--- config.mk ---
export PLATFORM = sky130hd
export DESIGN_NAME = hazard_scoreboard
export DESIGN_NICKNAME = d
export VERILOG_FILES = /design/src/rtl/hazard_scoreboard.sv
export SDC_FILE = /design/constraint.sdc
export NUM_CORES = 1
export LEC_CHECK = 0
export CAP_MARGIN = 20
export CORE_MARGIN = 4
export CORE_UTILIZATION = 49
export DETAILED_ROUTE_END_ITERATION = 10
export GPL_TIMING_DRIVEN = 0
export HOLD_SLACK_MARGIN = 0.08
export PLACE_DENSITY = 0.81
export RECOVER_POWER = 25
export REMOVE_ABC_BUFFERS = 1
export SETUP_SLACK_MARGIN = 0.2
export SYNTH_ARGS = -nofsm -noshare
export SYNTH_HDL_FRONTEND = slang
export SYNTH_SLANG_ARGS = --single-unit
--- constraint.sdc ---
create_clock -name clk -period 3.1 [get_ports clk]
set_input_delay 0.31 -clock clk [delete_from_list [all_inputs] [get_ports clk]]
set_output_delay 0.31 -clock clk [all_outputs]
set_load 0.02 [all_outputs]
--- src/rtl/hazard_scoreboard.sv ---
// rtl/hazard_scoreboard.sv - stall/forward controller owning the producer pipeline and md busy countdown
module hazard_scoreboard #(
    parameter int NUM_STAGES = 2,
    parameter int TW         = 2,
    parameter int MUL_LAT    = 5,
    parameter int DIV_LAT    = 10,
    parameter int EPC_ADDR   = 14,
    parameter int CNT_W      = 32
) (
    input  logic             clk,
    input  logic             rst_n,
    input  logic             isRead_Rs_D,
    input  logic [4:0]       Rs_D,
    input  logic [TW-1:0]    Tuse_Rs_D,
    input  logic             isRead_Rt_D,
    input  logic [4:0]       Rt_D,
    input  logic [TW-1:0]    Tuse_Rt_D,
    input  logic [4:0]       A3_D,
    input  logic [TW-1:0]    Tnew_D,
    input  logic             isMDStart_D,
    input  logic             isDiv_D,
    input  logic             isMDFT_D,
    input  logic             isEret_D,
    input  logic             ismtc0_D,
    input  logic [4:0]       Rd_D,
    input  logic             req_flush,
    output logic             stallPC,
    output logic             stallID,
    output logic             flushEX,
    output logic [2:0]       fwd_rs_sel,
    output logic [2:0]       fwd_rt_sel,
    output logic             md_busy,
    output logic [CNT_W-1:0] stall_cnt
);

    localparam int MD_MAX = (DIV_LAT > MUL_LAT) ? DIV_LAT : MUL_LAT;
    localparam int MD_W   = $clog2(MD_MAX + 1);

    logic [4:0]            a3_q   [NUM_STAGES];
    logic [4:0]            a3_d   [NUM_STAGES];
    logic [TW-1:0]         tnew_q [NUM_STAGES];
    logic [TW-1:0]         tnew_d [NUM_STAGES];
    logic [NUM_STAGES-1:0] epc_q;
    logic [NUM_STAGES-1:0] epc_d;
    logic [MD_W-1:0]       md_cnt_q;
    logic [MD_W-1:0]       md_cnt_d;
    logic [CNT_W-1:0]      stall_cnt_q;
    logic [CNT_W-1:0]      stall_cnt_d;

    logic rs_clash;
    logic rt_clash;
    logic md_clash;
    logic eret_clash;
    logic stall;
    logic stall_out;

    always_comb begin
        rs_clash   = 1'b0;
        rt_clash   = 1'b0;
        eret_clash = 1'b0;
        for (int k = 0; k < NUM_STAGES; k++) begin
            if (isRead_Rs_D && (Rs_D == a3_q[k]) && (a3_q[k] != 5'd0) && (Tuse_Rs_D < tnew_q[k]))
                rs_clash = 1'b1;
            if (isRead_Rt_D && (Rt_D == a3_q[k]) && (a3_q[k] != 5'd0) && (Tuse_Rt_D < tnew_q[k]))
                rt_clash = 1'b1;
            if (isEret_D && epc_q[k])
                eret_clash = 1'b1;
        end
    end

    assign md_busy   = (md_cnt_q != '0);
    assign md_clash  = (isMDFT_D | isMDStart_D) & md_busy;
    assign stall     = rs_clash | rt_clash | md_clash | eret_clash;
    assign stall_out = stall & ~req_flush;
    assign stallPC   = stall_out;
    assign stallID   = stall_out;
    assign flushEX   = stall_out;
    assign stall_cnt = stall_cnt_q;

    // Walk oldest to youngest so the youngest matching producer decides; a
    // younger match that is not ready yet masks any older ready copy.
    always_comb begin
        fwd_rs_sel = 3'd0;
        fwd_rt_sel = 3'd0;
        for (int k = NUM_STAGES - 1; k >= 0; k--) begin
            if ((Rs_D == a3_q[k]) && (a3_q[k] != 5'd0))
                fwd_rs_sel = (tnew_q[k] == '0) ? 3'(k + 1) : 3'd0;
            if ((Rt_D == a3_q[k]) && (a3_q[k] != 5'd0))
                fwd_rt_sel = (tnew_q[k] == '0) ? 3'(k + 1) : 3'd0;
        end
    end

    always_comb begin
        for (int k = 0; k < NUM_STAGES; k++) begin
            a3_d[k]   = a3_q[k];
            tnew_d[k] = tnew_q[k];
        end
        epc_d       = epc_q;
        md_cnt_d    = md_cnt_q;
        stall_cnt_d = stall_cnt_q;

        if (req_flush) begin
            for (int k = 0; k < NUM_STAGES; k++) begin
                a3_d[k]   = 5'd0;
                tnew_d[k] = '0;
            end
            epc_d    = '0;
            md_cnt_d = '0;
        end else begin
            for (int k = 1; k < NUM_STAGES; k++) begin
                a3_d[k]   = a3_q[k-1];
                tnew_d[k] = (tnew_q[k-1] != '0) ? (tnew_q[k-1] - TW'(1)) : '0;
                epc_d[k]  = epc_q[k-1];
            end
            a3_d[0]   = stall ? 5'd0 : A3_D;
            tnew_d[0] = stall ? '0 : Tnew_D;
            epc_d[0]  = ~stall & ismtc0_D & (Rd_D == 5'(EPC_ADDR));

            // Counting from issue lets the very next D instruction see busy.
            if (isMDStart_D && !stall)
                md_cnt_d = isDiv_D ? MD_W'(DIV_LAT) : MD_W'(MUL_LAT);
            else if (md_cnt_q != '0)
                md_cnt_d = md_cnt_q - MD_W'(1);
        end

        if (stall_out && (stall_cnt_q != {CNT_W{1'b1}}))
            stall_cnt_d = stall_cnt_q + CNT_W'(1);
    end

    always_ff @(posedge clk or negedge rst_n) begin
        if (!rst_n) begin
            for (int k = 0; k < NUM_STAGES; k++) begin
                a3_q[k]   <= 5'd0;
                tnew_q[k] <= '0;
            end
            epc_q       <= '0;
            md_cnt_q    <= '0;
            stall_cnt_q <= '0;
        end else begin
            for (int k = 0; k < NUM_STAGES; k++) begin
                a3_q[k]   <= a3_d[k];
                tnew_q[k] <= tnew_d[k];
            end
            epc_q       <= epc_d;
            md_cnt_q    <= md_cnt_d;
            stall_cnt_q <= stall_cnt_d;
        end
    end

endmodule

==> flow_metrics.tcl <==
set metrics [dict create \
    powerDensity_nw_per_um2 559.6 \
    avgSynthCellArea_um2 9.928 \
    cts_buffer_depth 2 \
    htreeDepth 2 \
    coreArea_um2 5608 \
    die_w_um 84.92 \
    yosysUniqueCellTypes 40 \
    cp-end-kind "register" \
    ys_seq_area_share_pct 44.89 \
    ys.flop_type "dfrtp_1" \
    reg2reg_from "a3_q[0]" \
    cts_tree "built" \
    die_h_um 84.92 \
    grt_usage_pct 20.17 \
    finalNonFillerCells 438 \
    power.total_mw 2.161 \
    routed_wl_um 6981 \
    cellLeakagePower_nw 1.731 \
    grt_pass1_wl_um 11940 \
    skew_ns 0.003883 \
    syn_area_um2 2899 \
    post-place-cells 428 \
    place_area_um2 3715 \
    ys_async_sr_fraction_pct 100.0 \
    hp-class "register to register" \
    grt_pass1_vias 2517 \
    fmax_mhz 360.7 \
    worst-path-buf-inv 3 \
    critPathKind "primary input to register" \
    drt-initial-drc-count 113 \
    yosys_warnings 0 \
    insertedDiodeCount 0 \
    area_growth_pct 33.23 \
    crit_chain "clkdlybuf4s50_1 > xor2_1 > nor3_1 > nand3_1 > o41ai_4 > a2111oi_4 > buf_4 > buf_6 > nor4b_1 > mux2_1" \
    worst_slew_pin_slew_ns 1.012 \
    ir_worst_vdd_uv 542.3 \
    crit_family "buffers and inverters" \
    cp.arrival_ns 2.97 \
    synth-edff-count 0 \
    io_pins 78 \
    nNetsFinal 407 \
    fin_area_um2 3862 \
    rows 27 \
    antenna_found_initial 0 \
    rsz0062_at_grt "no" \
    min_from "tnew_q[2]" \
    wl_per_cell_um 15.94 \
    gp_congestion 0.8475 \
    crit_start "Rs_D[1]" \
    clock_latency_ns 0.30 \
    setup_viol 0 \
    postRouteAntennaNets 0 \
    finalMaxSlewViolations 0 \
    slowest_stage "clkdlybuf4s50_1" \
    period_needed_ns 2.772 \
    status "complete, no violations" \
    vias 2472 \
    final_hold_viol_count 0 \
    crit_path_start_kind "primary input" \
    cp_data_required_time_ns 3.29 \
    crit_path_max_fanout 20 \
    globalRouteOverflowTotal 0 \
    max_stage_delay_ns 0.46 \
    cts.clk_slew.worst_paths_ns 0.10 \
    synth_cells 292 \
    via_per_inst 5.644 \
    dr.pass1.iters 4 \
    initial_core_util_pct 51.70 \
    portBuffers 75 \
    ys_seq_elements 52 \
    post-route-period-util_pct 89.42 \
    maxCapViolations 0 \
    die_area_um2 7211 \
    cts.sinks 52 \
    dp_hpwl_um 5092 \
    slew_headroom_pct 32.55 \
    grt_max_degree 42 \
    post-route-drc-count 0 \
    root_buffer "clkbuf_8" \
    drive_above_1_share_pct 6.011 \
    cts_buffers 5 \
]
area by class of cell:
class                      count  area, µm²
fill                         463       1745
multi-input combinational    214       1528
sequential                    52       1301
timing repair buffer          81      804.5
tap                           72      90.09
clock buffer                   6      82.58
inverter                      11      41.29
clock inverter                 2      15.01
cells by family after synthesis:
| family | synth area share, % |
|---|---|
| fa+ha+maj | 2.589 |
| flops | 44.89 |
| other cells | 0.1294 |
| mux | 1.899 |
| xor+xnor | 14.80 |
| compound gates | 4.791 |
| buf+inv | 4.230 |
| simple gates | 26.67 |
cells in the final DEF (no fill, tap or decap), drive strengths merged, types with 2 or more instances in the layout:
master,count
a211oi,3
a21oi,2
and3,13
and4,4
buf,4
clkbuf,8
clkdlybuf4s50,71
clkinvlp,2
conb,2
dfrtp,52
dlygate4sd2,2
ha,6
inv,11
mux2,4
nand2,14
nand3,12
nand4,18
nand4b,2
nor2,16
nor2b,5
nor3,16
nor3b,4
nor4,16
nor4b,4
o21ai,6
or3,4
or4,3
xnor2,12
xor2,37
sequential cells by signal, indices dropped and copies added, names as in the netlist:
signal	flops
a3_q	10
epc_q	2
md_cnt_q	4
stall_cnt	32
tnew_q	4
cell usage after synthesis, drive strengths merged, types with 8 or more instances:
| library cell | number | share of area, % |
|---|---|---|
| dfrtp | 52 | 45 |
| clkbuf | 8 | 1.0 |
| and3 | 13 | 2.8 |
| nor4 | 16 | 3.5 |
| nand2 | 14 | 1.8 |
| xnor2 | 12 | 3.6 |
| nor2 | 16 | 2.1 |
| buf | 8 | 1.8 |
| nand4 | 18 | 3.9 |
| inv | 11 | 1.4 |
| nand3 | 12 | 2.1 |
| xor2 | 37 | 11 |
| nor3 | 16 | 2.8 |
per-layer routing:
metal | track usage, % | vias up | part of all wire (%)
met3 | 4.563 | 10 | 5.2
met4 | 4.604 | 0 | 1.2
li1 | - | 1188 | -
met1 | 27.69 | 1197 | 46
met5 | 0 | - | 0
met2 | 32.67 | 77 | 48
where the power goes:
part	internal (mW)	switching (mW)
registers	0.773	0.117
clock network	0.181	0.229
logic	0.404	0.458
total	1.36	0.803
metrics by stage:
step | hold slack (ns) | TNS, ns | worst slack [ns] | util (%)
5_1_grt | 0.4891 | 0 | 0.2157 | 68.88
4_1_cts | 0.4135 | 0 | 0.08649 | 68.72
3_5_place_dp | 0.2178 | -0.5070 | -0.1723 | 66.24
6_report | 0.4695 | 0 | 0.3279 | 68.88
3_3_place_gp | 0.4443 | -31.26 | -1.230 | 65.31
2_1_floorplan | 0.01441 | -1.076 | -0.3121 | -
worst paths after layout:
path | cells past startpoint | to | slack, ns
setup / recovery | 10 | stall_cnt[30] | 0.33
hold reg to reg | 1 | tnew_q[0] | 0.47
hold / removal | 1 | tnew_q[0] | 0.47
setup reg to reg | 9 | stall_cnt[30] | 0.38
min in group asynchronous | 2 | stall_cnt[31] | 0.54
max in group asynchronous | 3 | a3_q[4] | 1.14
timing repair:
item	CTS	global route
endpoints found under the hold margin	11	0
gates cloned	0	0
pin swaps	1	0
hold buffers	1	0
endpoints found under the setup margin	29	17
setup buffers	1	0
gates resized for setup	7	5
worst reg2reg max path, stage by stage, from the launching register on:
cell and delay, ns:
dfrtp_1 0.44, xor2_1 0.16, nor3_1 0.19, nand3_1 0.18, o41ai_4 0.46, a2111oi_4 0.14
buf_4 0.20, buf_6 0.17, nor4b_1 0.33, mux2_1 0.35
Power figures use the tool's default switching activity.
